**config.mk**
```make
export PLATFORM = sky130hd
export DESIGN_NAME = ternary_weight_packer
export DESIGN_NICKNAME = d
export VERILOG_FILES = /design/src/rtl/ternary_weight_packer_pkg.sv /design/src/rtl/ternary_weight_packer_quantizer.sv /design/src/rtl/ternary_weight_packer.sv
export SDC_FILE = /design/constraint.sdc
export NUM_CORES = 1
export LEC_CHECK = 0
export ABC_AREA = 1
export BUFFER_PORTS_ARGS = -buffer_cell sky130_fd_sc_hd__buf_2
export CAP_MARGIN = 10
export CORE_MARGIN = 10
export CORE_UTILIZATION = 40
export CTS_CLUSTER_SIZE = 28
export DETAILED_ROUTE_END_ITERATION = 8
export PLACE_DENSITY = 0.62
export REMOVE_ABC_BUFFERS = 1
export SLEW_MARGIN = 20
export SYNTH_ARGS = -nofsm -noshare
export SYNTH_HDL_FRONTEND = slang
export SYNTH_SLANG_ARGS = --single-unit
export TNS_END_PERCENT = 1
```
**constraint.sdc**
```tcl
create_clock -name clk -period 5.9 [get_ports clk]
set_clock_uncertainty 0.15 [all_clocks]
set_input_delay 1.77 -clock clk [delete_from_list [all_inputs] [get_ports clk]]
set_output_delay 1.77 -clock clk [all_outputs]
set_load 0.1 [all_outputs]
```
**src/rtl/ternary_weight_packer_pkg.sv**
```systemverilog
// Shared constants and types for the ternary weight packer and its quantiser.
// Ternary code points, kernel geometry, and the packer's state encoding.
package ternary_weight_packer_pkg;

    localparam int TN              = 4;
    localparam int KERNEL_SIZE     = 5;
    localparam int KERNEL_SIZE_3   = 3;
    localparam int KERNEL_WIDTH    = 2;
    localparam int WEIGHT_IN_WIDTH = 8;

    localparam logic KERNEL_SIZE_5_MODE = 1'b1;
    localparam logic KERNEL_SIZE_3_MODE = ~KERNEL_SIZE_5_MODE;

    localparam int KK     = KERNEL_SIZE * KERNEL_SIZE;
    localparam int KK3    = KERNEL_SIZE_3 * KERNEL_SIZE_3;
    localparam int LANES  = TN * KK;
    localparam int OUT_W  = LANES * KERNEL_WIDTH;
    localparam int KPOS_W = $clog2(KK);
    localparam int TN_W   = (TN > 1) ? $clog2(TN) : 1;
    localparam int LANE_W = $clog2(LANES);

    localparam logic [KERNEL_WIDTH-1:0] TERN_POS  = 2'b01;
    localparam logic [KERNEL_WIDTH-1:0] TERN_NEG  = 2'b11;
    localparam logic [KERNEL_WIDTH-1:0] TERN_ZERO = 2'b00;

    typedef enum logic {
        ST_FILL = 1'b0,
        ST_FULL = 1'b1
    } pack_state_e;

    // Last kernel position of a group for the given kernel mode.
    function automatic logic [KPOS_W-1:0] kpos_last(input logic mode);
        if (mode == KERNEL_SIZE_5_MODE) begin
            return KPOS_W'(KK - 1);
        end else begin
            return KPOS_W'(KK3 - 1);
        end
    endfunction

endpackage

```
**src/rtl/ternary_weight_packer_quantizer.sv**
```systemverilog
// Combinational ternary quantiser: signed weight against an unsigned magnitude threshold.
// Compared in one extra bit so -128 and a threshold of 255 both behave.
module ternary_quantizer
    import ternary_weight_packer_pkg::*;
(
    input  logic [WEIGHT_IN_WIDTH-1:0] w_data,
    input  logic [WEIGHT_IN_WIDTH-1:0] threshold,
    output logic [KERNEL_WIDTH-1:0]    code
);

    logic signed [WEIGHT_IN_WIDTH:0] w_ext_s;
    logic signed [WEIGHT_IN_WIDTH:0] pos_th_s;
    logic signed [WEIGHT_IN_WIDTH:0] neg_th_s;

    assign w_ext_s  = $signed({w_data[WEIGHT_IN_WIDTH-1], w_data});
    assign pos_th_s = $signed({1'b0, threshold});
    assign neg_th_s = -pos_th_s;

    // Map the weight to +1, -1 or 0; code 10 is unreachable.
    always_comb begin
        code = TERN_ZERO;
        if (w_ext_s > pos_th_s) begin
            code = TERN_POS;
        end else if (w_ext_s < neg_th_s) begin
            code = TERN_NEG;
        end else begin
            code = TERN_ZERO;
        end
    end

endmodule

```
**src/rtl/ternary_weight_packer.sv**
```systemverilog
// Packs a stream of quantised weights into one Tn x K x K ternary code vector
// and hands it to the select array over a valid/ready handshake.
module ternary_weight_packer
    import ternary_weight_packer_pkg::*;
(
    input  logic                       clk,
    input  logic                       rst,
    input  logic                       kn_size_mode,
    input  logic [WEIGHT_IN_WIDTH-1:0] threshold,
    input  logic                       w_valid,
    output logic                       w_ready,
    input  logic [WEIGHT_IN_WIDTH-1:0] w_data,
    output logic                       pack_valid,
    input  logic                       pack_ready,
    output logic [OUT_W-1:0]           weight_out
);

    pack_state_e             state_r, state_s;
    logic [KPOS_W-1:0]       kpos_r, kpos_s;
    logic [TN_W-1:0]         tn_r, tn_s;
    logic                    mode_r, mode_s;
    logic [OUT_W-1:0]        buf_r, buf_s;
    logic                    w_ready_r;
    logic                    pack_valid_r;

    logic [KERNEL_WIDTH-1:0] code_s;
    logic                    accept_s;
    logic                    first_s;
    logic                    mode_eff_s;
    logic [KPOS_W-1:0]       kpos_last_s;
    logic [LANE_W-1:0]       lane_s;

    ternary_quantizer u_quant (
        .w_data    (w_data),
        .threshold (threshold),
        .code      (code_s)
    );

    assign accept_s    = w_valid && w_ready_r;
    assign first_s     = (kpos_r == {KPOS_W{1'b0}}) && (tn_r == {TN_W{1'b0}});
    // The first weight of a frame sees the live mode; later weights see the latched one.
    assign mode_eff_s  = first_s ? kn_size_mode : mode_r;
    assign kpos_last_s = kpos_last(mode_eff_s);
    assign lane_s      = LANE_W'(tn_r) * LANE_W'(KK) + LANE_W'(kpos_r);

    // Next-state, counter and vector-buffer logic.
    always_comb begin
        state_s = state_r;
        kpos_s  = kpos_r;
        tn_s    = tn_r;
        mode_s  = mode_r;
        buf_s   = buf_r;
        case (state_r)
            ST_FILL: begin
                if (accept_s) begin
                    if (first_s) begin
                        buf_s  = {OUT_W{1'b0}};
                        mode_s = kn_size_mode;
                    end else begin
                        buf_s  = buf_r;
                        mode_s = mode_r;
                    end
                    buf_s[lane_s*KERNEL_WIDTH +: KERNEL_WIDTH] = code_s;
                    if (kpos_r == kpos_last_s) begin
                        kpos_s = {KPOS_W{1'b0}};
                        if (tn_r == TN_W'(TN - 1)) begin
                            tn_s    = {TN_W{1'b0}};
                            state_s = ST_FULL;
                        end else begin
                            tn_s = tn_r + 1'b1;
                        end
                    end else begin
                        kpos_s = kpos_r + 1'b1;
                    end
                end else begin
                    state_s = ST_FILL;
                end
            end
            ST_FULL: begin
                if (pack_ready) begin
                    state_s = ST_FILL;
                end else begin
                    state_s = ST_FULL;
                end
            end
            default: begin
                state_s = ST_FILL;
            end
        endcase
    end

    // State, datapath and registered handshake outputs; reset discards any partial frame.
    always_ff @(posedge clk) begin
        if (!rst) begin
            state_r      <= ST_FILL;
            kpos_r       <= {KPOS_W{1'b0}};
            tn_r         <= {TN_W{1'b0}};
            mode_r       <= KERNEL_SIZE_5_MODE;
            buf_r        <= {OUT_W{1'b0}};
            w_ready_r    <= 1'b0;
            pack_valid_r <= 1'b0;
        end else begin
            state_r      <= state_s;
            kpos_r       <= kpos_s;
            tn_r         <= tn_s;
            mode_r       <= mode_s;
            buf_r        <= buf_s;
            w_ready_r    <= (state_s == ST_FILL);
            pack_valid_r <= (state_s == ST_FULL);
        end
    end

    assign w_ready    = w_ready_r;
    assign pack_valid = pack_valid_r;
    assign weight_out = buf_r;

endmodule
```
After elaboration in Yosys (flattened, before gate mapping)
Cells that the tools add are included.
W data, S select, Z words.
- register bits after elaboration: 210
- latch bits: 0
- memory bits (writable): 0
- ROM bits: 0
- input port bits: 21
- output and inout port bits: 202
- word-level logic and storage cells: 41
- memories: 0
- add/sub/neg operators: 5
- $mul: 1
- divide/modulo/power cells: 0
- magnitude comparators: 2
- equality and inequality tests: 2
- shift-type cells: 2
- muxes and demuxes: 15
- bitwise logic cells: 2
- reduce and logical (&&, ||, !) cells: 6
- operators with widths (kind ; count):
    $mux W200 ; 3
    $bwmux W200 ; 1
    $shift A2 B34 Y200 const A ; 1
    $shiftx A2 B34 Y200 ; 1
    $neg A8 Y34 ; 1
    $mux W5 ; 2
    $gt A8 B9 Y1 ; 1
    $lt A8 B9 Y1 ; 1
    $neg A8 Y9 ; 1
    $add A7 B5 Y7 ; 1
    $mul A2 B5 Y7 const B ; 1
    $mux W2 ; 3
    $add A5 B1 Y5 const B ; 1
    $eq A5 B5 Y1 ; 1
    $logic_not A5 Y1 ; 1
    $mux W1 ; 5
    $reduce_and A3 Y1 ; 1
    $add A2 B1 Y2 const B ; 1
    $eq A2 B2 Y1 const B ; 1
    $logic_and A1 B1 Y1 ; 2
    $logic_not A2 Y1 ; 1
    $not A1 Y1 ; 2
    $pmux W1 S2 ; 1
    $reduce_and A2 Y1 ; 1

Depth between registers and ports, before layout
Gate-level depths: netlist (run 1).
- word-level depth: 9
- depth in mapped cells: 22
- gate-level depth less buffers: 21

By module
A second synthesis (run 1) with hierarchy kept.
- cells, all modules: 1612
- area, all modules: 10892.9 sq um
- modules (own cells, without submodules) (module ; instances ; cells an instance ; area each (sq um) ; sequential area each (sq um)):
    ternary_weight_packer ; 1 ; 1510 ; 10281.1 ; 4204.0
    ternary_quantizer ; 1 ; 102 ; 611.8 ; 0.0

Worst setup path before layout (run 1)
No wires, ideal clock.
- kind: in2reg
- from: input threshold[1]
- to: register buf_r[188] (netlist: weight_out[188])
- library setup time: 0.070 ns
- data arrival time: 4.077 ns
- required time: 5.680 ns
- path slack: 1.603 ns
- cell stages on the path: 19
- buffers on the path: 0
- path through: inv_1 ha_1 nand3_1 nor3_1 nand2_1 nor2_1 ha_1 a21o_1 nor2_1 nand3_1 nand2_1 nand2_1 nand2_1 nand2_1 clkinv_1 nand3_1 nor3_1 nand2_1 a21oi_1
- cells in the longest elaborated chain, start to end: 6
- elaborated cells on any way between the ends: 7
- classes of those cells: 1 x add/sub; 2 x order compare; 1 x shift; 3 x mux
- RTL lines (element ; RTL line ; text):
    start, declared ; ternary_weight_packer.sv:9 ; input logic [WEIGHT_IN_WIDTH-1:0] threshold,
    $neg A8 Y9 ; ternary_weight_packer_quantizer.sv:17 ; assign neg_th_s = -pos_th_s;
    $lt A8 B9 Y1 ; ternary_weight_packer_quantizer.sv:24 ; end else if (w_ext_s < neg_th_s) begin
    $mux W2 ; ternary_weight_packer_quantizer.sv:24 ;
    $mux W2 (*) ; ternary_weight_packer_quantizer.sv:22 ; if (w_ext_s > pos_th_s) begin
    $shiftx A2 B34 Y200 (*) ; ternary_weight_packer.sv:63 ; buf_s[lane_s*KERNEL_WIDTH +: KERNEL_WIDTH] = code_s;
    $bwmux W200 (*) ; ternary_weight_packer.sv:63 ;
    end signal, assigned ; ternary_weight_packer.sv:99 ; buf_r <= {OUT_W{1'b0}};
    end signal, assigned ; ternary_weight_packer.sv:107 ; buf_r <= buf_s;
    end, declared ; ternary_weight_packer.sv:22 ; logic [OUT_W-1:0] buf_r, buf_s;
Mark *: on every way between the ends. The rest lies on a longest branch, timed or not.
A chain may end at the register's enable or synchronous reset.

Final worst setup path (run 1)
- from: input threshold[1]
- to: register buf_r[189] (netlist: weight_out[189])
The elaborated chain is that of the path after synthesis.

==> results of run 1 <==
path summary, 6_finish.rpt:
| kind | to | depth (start not counted) | start | slack (ns) |
|---|---|---|---|---|
| setup / recovery | weight_out[189] | 19 | threshold[1] | 1.31 |
| hold / removal | weight_out[1] | 2 | weight_out[1] | 0.31 |
| setup reg to reg | weight_out[99] | 20 | tn_r[0] | 1.61 |
| hold reg to reg | weight_out[1] | 2 | weight_out[1] | 0.31 |
stage by stage:
stage               power, uW  hold slack [ns]    util  setup WS, ns
floorplan                1621           0.2963       -        0.7750
global placement         1721           0.2969  0.4598        0.8865
detailed placement       1722           0.3007  0.4598        0.8561
CTS                      3194           0.3100  0.4902         1.387
global route             3276           0.3215  0.4902         1.012
finish                   3175           0.3061  0.4902         1.312
state kept, by name, summed over array words and instances, names as in the netlist:
register / count
tn_r: 2
w_ready: 1
mode_r: 1
weight_out: 200
pack_valid: 1
kpos_r: 5
synth_stat cells, types with 6 or more instances:
| cell | number |
|---|---|
| nand4_1 | 45 |
| inv_1 | 144 |
| xor2_1 | 10 |
| inv_2 | 11 |
| nor2_2 | 10 |
| nor2_1 | 110 |
| buf_2 | 18 |
| nor3_1 | 10 |
| clkbuf_1 | 43 |
| clkinv_1 | 16 |
| o21ai_0 | 6 |
| nand3_1 | 271 |
| buf_1 | 11 |
| nand2_2 | 12 |
| dfxtp_1 | 210 |
| nand2_1 | 282 |
| a21oi_1 | 207 |
| ha_1 | 31 |
metal layers:
metal | GRT usage | vias to the layer above | share of wire
li1 | - | 5267 | -
met3 | 0.04618 | 39 | 0.069
met5 | 0 | - | 0
met1 | 0.2668 | 4956 | 0.46
met2 | 0.3202 | 322 | 0.45
met4 | 0.04495 | 0 | 0.019
layout make-up:
type,count,area [um^2]
fillers,2599,12870
multi-input cells,1018,5105
clock buffers,38,694.4
repair buffers,239,1239
flip-flops and latches,210,4204
well taps,330,412.9
inverters,171,651.9
clock inverters,4,73.82
worst max-delay path, delay by kind of cell:
family,cells,cell delay [ns]
AND/OR/NAND/NOR,12,1.93
adder cells (fa/ha/maj),2,0.46
buffers and inverters,3,0.40
AO/OA/AOI/OAI,2,0.31
power by group:
part	internal [uW]	total (uW)	leakage [uW]	switching [uW]
combinational	52.5	273	0.00347	220
sequential	1420	1420	0.00169	1.75
clock	890	1480	0.000372	590
logic make-up (layout without fill, tap and decap cells):
group	Yosys count	count (layout)	share of synthesized area
AO/OA/AOI/OAI	218	218	0.1070
XOR/XNOR	11	11	0.009342
adder cells (fa/ha/maj)	33	33	0.04149
buffers and inverters	251	452	0.09755
flip-flops	210	210	0.4077
AND/OR/NAND/NOR	756	756	0.3369
cell usage in the layout, fill, tap and decap left out, types with 2 or more instances in the layout:
cell type  count
inv_1        143
nor2_2        11
inv_2         10
nand4_1       45
o21ai_0        6
nor3_1        10
clkbuf_16     25
bufinv_16      2
nor2_1       109
nand2_4        3
nor3_2         2
clkbuf_1      11
clkbuf_8       2
xor2_1        10
nand2_2       12
buf_4         17
clkinv_1      16
inv_6          2
dfxtp_1      210
buf_2        222
nor2_4         3
nand2_1      282
fa_1           2
ha_1          31
nand3_2        3
nand3_1      271
a21oi_1      207
==> flow_summary.yaml, run 1 <==
global_routing:
  grt_max_degree: 139
  globalRouteOverflowTotal: 0
  grt_pass1_wl_mm: 54.90
  grt_antenna_before_repair: 0
  grt_pass1_vias: 10080
  grt.total_usage: 0.1999
place:
  placed_area_um2: 11610
  dp_hpwl_mm: 24.04
  finalWeightedCongestion: 0.8878
  port_buffers: 222
  dp_cells: 1968
timing:
  hold_viol_final: 0
  fmax_ghz: 0.2180
  maxSlewHeadroom: 0.2834
  setup_viol: 0
  rsz0062_at_grt: "false"
  fin_tns_setup_ns: 0
  drv_slew: 0
  fin_crit_sh: 0.7776
  period_minus_slack_ns: 4.588
  worst_pin_slew_ns: 1.075
routing:
  dr_total_vias: 10580
  viasPerCell: 5.266
  drtIter0Drc: 901
  detail-route-antenna-nets: 0
  drtPass1Iterations: 5
  drt-total-wl_mm: 34.27
  post-route-drc-count: 0
  wire_per_inst_um: 17.05
clock_network:
  insertion_delay_ns: 0.52
  clk_pin_slew_ns: 0.06
  numCtsBuffers: 24
  htreeDepth: 1
  hold_buffers: 0
  cts_resized: 0
  root_buffer: "clkbuf_16"
  clk_path_buf_depth: 3
  cts_tree: "built"
  post_cts_buffers: 0
  cts.sinks: 210
final_layout:
  fin_nets: 1718
  area_growth_pct: 20.06
  drive_gt1_frac: 0.1911
  postLayoutCellArea_um2: 12380
  layoutNonFillerInstCount: 2010
  antennaDiodeCount: 0
die:
  ios: 223
  fp-row-count: 58
  die_x_um: 180.6
  fp.dieH_um: 180.6
  start_util: 0.4083
  die_area_um2: 32600
  core_area_um2: 25250
hold_path:
  min_path_type: "reg -> reg"
critical_path:
  crit_top_cell: "nand3_1"
  crit_fanout: 8
  crit_path_end_kind: "flop"
  slowest_stage: "nor2_1"
  crit_type: "in -> reg"
  crit_chain: "buf_2, inv_1, ha_1, nand3_1, nor3_1, nand2_1, nor2_1, ha_1, a21o_1, nor2_1, nand3_1, nand2_1, nand3_1, nor2_2, buf_4, nand3_1, nor2_1, nand3_1, a21oi_1"
  crit_required_ns: 6.19
  cpPeakStageDelay_ns: 0.33
  critPathLaunchType: "input port"
  cp.arrival_ns: 4.88
logic_synthesis:
  synth-seq-area-share: 0.4077
  synth_cell_type_count: 36
  synth_flop_cell: "dfxtp_1"
  syn_area_per_cell_um2: 6.973
  ys_async_sr_fraction: 0
  synth_cells: 1479
  ys.warnings.count: 0
  ys_ff_latch: 210
  synth_edf_count: 0
  syn-cell-area_um2: 10310
  synth_top_area_cell: "dfxtp_1"
  synth_area_leaders: "dfxtp_1, nand3_1, nand2_1, a21oi_1, inv_1"
  synth_top_area_frac: 0.4077
flow_run:
  maxCapViolCount: 0
pwr:
  p_leak_uw: 0.005533
  peakVddDrop_v: 0.0001546
  power_density_nw_per_um2: 256.5
outcome:
  status: "finished, final reports clean"
(Power assumes the default switching activity.)
==> run 2: changes to the inputs <==
==> constraint.sdc (replaced) <==
create_clock -name clk -period 4.8 [get_ports clk]
set_clock_uncertainty 0.15 [all_clocks]
set_input_delay 1.44 -clock clk [delete_from_list [all_inputs] [get_ports clk]]
set_output_delay 1.44 -clock clk [all_outputs]
set_load 0.1 [all_outputs]
==> flow_summary.yaml, run 2 (synthesized netlist as in run 1, its figures left out) <==
final_layout:
  largest_reg_flops: 200
  area_growth_pct: 21.64
  layout_common_cells: "nand2_1, nand3_1, buf_2"
  final_common_cell: "nand2_1"
  fill_cells: 2563
  drive_gt1_frac: 0.2005
  fin_nets: 1728
  antennaDiodeCount: 0
  multi_input_area_um2: 5105
  seqCellArea_um2: 4204
  postLayoutCellArea_um2: 12540
clock_network:
  clk_pin_slew_ns: 0.06
  hold_buffers: 0
  post_cts_buffers: 0
  cts_resized: 0
  cts.sinks: 210
  htreeDepth: 1
  cts_tree: "built"
  clk_path_buf_depth: 3
  insertion_delay_ns: 0.51
  numCtsBuffers: 24
  root_buffer: "clkbuf_16"
routing:
  drtPass1Iterations: 5
  wire_per_inst_um: 16.90
  drt-total-wl_mm: 34.16
  detail-route-antenna-nets: 0
  dr_total_vias: 10600
  drtIter0Drc: 872
  viasPerCell: 5.243
  post-route-drc-count: 0
die:
  fp-row-count: 58
  start_util: 0.4083
  core_area_um2: 25250
  ios: 223
  die_x_um: 180.6
  fp.dieH_um: 180.6
  die_area_um2: 32600
global_routing:
  grt_max_degree: 98
  grt_antenna_before_repair: 0
  grt.total_usage: 0.1966
  grt_pass1_vias: 10080
  globalRouteOverflowTotal: 0
  grt_pass1_wl_mm: 53.94
timing:
  fin_tns_setup_ns: 0
  setup_viol: 0
  maxSlewHeadroom: 0.4959
  drv_slew: 0
  fin_crit_sh: 0.8692
  hold_viol_final: 0
  worst_pin_slew_ns: 0.7562
  period_minus_slack_ns: 4.172
  rsz0062_at_grt: "false"
  fmax_ghz: 0.2397
hold_path:
  hp-start: "weight_out[0]"
  min_path_type: "reg -> reg"
critical_path:
  crit_type: "in -> reg"
  crit_fanout: 10
  cp.arrival_ns: 4.46
  critPathLaunchType: "input port"
  crit_required_ns: 5.09
  crit_path_end_kind: "flop"
  r2r_start: "tn_r[0]"
  critPathLaunch: "threshold[1]"
flow_run:
  maxCapViolCount: 0
outcome:
  status: "finished, final reports clean"
place:
  dp_hpwl_mm: 24.34
  finalWeightedCongestion: 0.8593
  placed_area_um2: 11730
  port_buffers: 222
pwr:
  p_leak_uw: 0.005628
  power_density_nw_per_um2: 315.7
  peakVddDrop_v: 0.0002423
-- run 2: cell types whose count changed in the layout (fill, tap and decap cells not counted), sizes merged --
cell / before / now
clkinvlp: 0 / 2
bufinv: 2 / 1
buf: 239 / 249
-- run 2: critical path, cell delays in order --
cell      delay [ns]
buf_2           0.11
inv_1           0.07
ha_1            0.18
nand3_1         0.12
nor3_1          0.28
nand2_1         0.09
nor2_1          0.11
ha_1            0.28
a21o_1          0.17
nor2_1          0.13
nand3_1         0.09
nand2_1         0.10
nand2_1         0.06
nand2_1         0.14
nand2_1         0.12
clkinv_1        0.06
buf_4           0.18
nand4_1         0.21
nor2_1          0.32
nand2_1         0.08
a21oi_1         0.13
-- run 2: final timing paths --
kind,depth (start not counted),to,slack (ns)
worst max register to register,21,weight_out[103],0.73
worst min-delay path,2,weight_out[0],0.31
worst min register to register,2,weight_out[0],0.31
worst max-delay path,21,weight_out[18],0.63
-- run 2: cell type report --
class,count,share of cell area
Sequential cell,210,0.3351
Clock inverter,5,0.004389
Tap cell,330,0.03291
Inverter,171,0.05197
Clock buffer,38,0.06094
Multi-Input combinational cell,1018,0.4069
Timing Repair Buffer,249,0.1077
-- run 2: metal layers --
layer | global-route usage | up-vias | share of wire
li1 | - | 5266 | -
met1 | 0.2563 | 4941 | 0.45
met2 | 0.3131 | 338 | 0.44
met3 | 0.05181 | 51 | 0.078
met4 | 0.05413 | 0 | 0.022
met5 | 0 | - | 0
-- run 2: report_power, final --
group          switching [uW]  internal (uW)
combinational             271           73.4
clock                     728           1140
sequential               2.15           1750
-- run 2: per-stage QoR --
stage          setup WS (ns)  total power [uW]  instances  hold slack (ns)    util
2_1_floorplan       0.004967              1992       1399           0.2963       -
4_1_cts               0.6481              3991       2021           0.3099  0.4967
5_1_grt               0.1882              4098       2021           0.3264  0.4967
3_3_place_gp          0.2211              2127       1978           0.2978  0.4643
6_report              0.6277              3960       2021           0.3070  0.4967
3_5_place_dp          0.1311              2127       1978           0.2999  0.4643
==> run 3: changes to the inputs <==
--- a/config.mk
+++ b/config.mk
@@ -12,10 +12,12 @@
 export CORE_UTILIZATION = 40
 export CTS_CLUSTER_SIZE = 28
 export DETAILED_ROUTE_END_ITERATION = 8
-export PLACE_DENSITY = 0.62
+export PLACE_DENSITY = 0.61
 export REMOVE_ABC_BUFFERS = 1
+export SKIP_CTS_REPAIR_TIMING = 1
 export SLEW_MARGIN = 20
 export SYNTH_ARGS = -nofsm -noshare
 export SYNTH_HDL_FRONTEND = slang
+export SYNTH_HIERARCHICAL = 1
 export SYNTH_SLANG_ARGS = --single-unit
 export TNS_END_PERCENT = 1
==> flow_summary.yaml, run 3 <==
clock_network:
  htreeDepth: 1
  clk_pin_slew_ns: 0.06
  root_buffer: "clkbuf_16"
  cts_tree: "built"
  insertion_delay_ns: 0.53
  clk_path_buf_depth: 3
  numCtsBuffers: 25
  cts.sinks: 210
pwr:
  seq_power_share: 0.417
  power_density_nw_per_um2: 319.0
  swShare: 0.2778
  combPwrFrac: 0.118
  clkPwrFrac: 0.464
  p_sw_uw: 1163
  p_total_uw: 4187
  p_leak_uw: 0.005584
  peakVddDrop_v: 0.0002026
  p_int_uw: 3024
die:
  ios: 223
  die_area_um2: 34230
  fp.dieH_um: 185.0
  die_x_um: 185.0
  fp-row-count: 60
  start_util: 0.4053
  core_area_um2: 26880
logic_synthesis:
  synth_flop_cell: "dfxtp_1"
  synth_cells: 1612
  ys.warnings.count: 6
  synth_top_area_frac: 0.3859
  syn-cell-area_um2: 10890
  yosysMostFrequentCell: "nand2_1"
  synth_cell_type_count: 35
  synth_simple_gate_area_frac: 0.3610
  synth_edf_count: 0
  synthAdderAreaFrac: 0.03928
  muxShareOfSynthArea: 0
  ys_async_sr_fraction: 0
  syn_area_per_cell_um2: 6.757
  synthTopCellsByCount: "nand2_1, a21oi_1, dfxtp_1"
  ys_ff_latch: 210
  synth_compound_area_frac: 0.1274
  synth_area_leaders: "dfxtp_1, nand2_1, a21oi_1, nand3_1, nor2_1"
  synth-seq-area-share: 0.3859
  synth_top_family_by_area: "simple AND/OR/NAND/NOR gates"
  synth_top_area_cell: "dfxtp_1"
  synth_xor_area_frac: 0.01091
global_routing:
  grt_pass1_wl_mm: 58.13
  grt_pass1_vias: 10820
  grt_max_degree: 100
  grt.total_usage: 0.2092
  grt_antenna_before_repair: 0
  globalRouteOverflowTotal: 0
hold_path:
  min_path_type: "reg -> reg"
  hold_path_depth: 2
final_layout:
  antennaDiodeCount: 0
  largest_reg_flops: 200
  fin_nets: 1854
  fill_cells: 2830
  layoutNonFillerInstCount: 2156
  drive_gt1_frac: 0.1912
  final_common_cell: "nand2_1"
  area_growth_pct: 20.50
  layout_common_cells: "nand2_1, buf_2, a21oi_1, dfxtp_1, nand3_1"
critical_path:
  cpPeakStageDelay_ns: 0.32
  crit_required_ns: 5.10
  crit_path_end_kind: "flop"
  crit_fanout: 4
  r2r_slack_ns: 0.67
  critPathLaunchType: "input port"
  slowest_stage: "nor3_2"
  crit_type: "in -> reg"
  crit_chain: "buf_2, inv_1, ha_1, nand3_1, nor2_1, nand2_1, nor3_1, ha_1, nand2_1, inv_1, a21oi_1, nand3_1, nand2_1, nand2_1, nor2_1, inv_1, nor3_2, buf_4, nand2_1, nor2_1, nand3_1, a21oi_1"
  cp.arrival_ns: 4.63
  reg2reg_depth: 16
  crit_top_cell: "nand2_1"
outcome:
  status: "finished, final reports clean"
routing:
  dr_total_vias: 11350
  drtIter0Drc: 885
  drt-total-wl_mm: 37.17
  post-route-drc-count: 0
  wire_per_inst_um: 17.24
  drtPass1Iterations: 5
  viasPerCell: 5.263
  detail-route-antenna-nets: 0
timing:
  worst_pin_slew_ns: 0.7905
  hold_viol_final: 0
  maxSlewHeadroom: 0.4717
  fmax_ghz: 0.2304
  rsz0062_at_grt: "false"
  drv_slew: 0
  fin_crit_sh: 0.9040
  layout_setup_ws_ns: 0.4606
  period_minus_slack_ns: 4.339
  setup_viol: 0
place:
  dp_hpwl_mm: 26.38
  port_buffers: 222
  finalWeightedCongestion: 0.8612
  place_ws_ns: -0.02412
  dp_cells: 2114
flow_run:
  maxCapViolCount: 0
==> run 3: final cells by class <==
cell class                      instances  area [um^2]  area share
Multi-Input combinational cell       1200         5872      0.4473
Sequential cell                       210         4204      0.3203
Timing Repair Buffer                  252         1361      0.1037
Clock buffer                           31        688.2     0.05243
Inverter                              111        429.2     0.03269
Tap cell                              341        426.7     0.03250
Clock inverter                         11        145.1     0.01106
==> run 3: logic make-up (layout without fill, tap and decap cells) <==
group	after synthesis	in the layout
fa+ha+maj	33	33
flops	210	210
xor+xnor	11	11
simple gates	879	879
compound gates	277	277
buf+inv	202	405
==> run 3: stage by stage <==
| step | util | setup TNS, ns | cell area [um^2] | hold WS (ns) |
|---|---|---|---|---|
| floorplan | - | -344.89 | 10490 | 0.2909 |
| global placement | 0.4572 | 0 | 12290 | 0.2959 |
| detailed placement | 0.4572 | -0.04049 | 12290 | 0.2980 |
| CTS | 0.4882 | 0 | 13120 | 0.3070 |
| global route | 0.4884 | 0 | 13130 | 0.3261 |
| finish | 0.4884 | 0 | 13130 | 0.3042 |
==> run 3: critical path: cells and delay by family <==
family,cells,cell delay (ns)
AO/OA/AOI/OAI,2,0.34
adder cells (fa/ha/maj),2,0.50
buffers and inverters,5,0.52
AND/OR/NAND/NOR,13,1.83
==> run 3: final timing paths <==
check,startpoint,endpoint
worst max-delay path,threshold[1],weight_out[125]
worst min-delay path,weight_out[124],weight_out[124]
worst max register to register,tn_r[1],weight_out[171]
worst min register to register,weight_out[124],weight_out[124]
==> run 3: power by group through the flow <==
stage	Clock, uW	Combinational [uW]	Sequential (uW)
2_1_floorplan	0	306	1790
3_3_place_gp	0	485	1790
3_5_place_dp	0	488	1790
4_1_cts	1980	490	1750
5_1_grt	2060	542	1750
6_report	1940	496	1750
==> run 3: layer usage <==
layer	vias up	share of wire	track usage
li1	5704	-	-
met4	0	0.017	0.04779
met2	383	0.46	0.3464
met3	45	0.079	0.04330
met5	-	0	0
met1	5215	0.45	0.2724
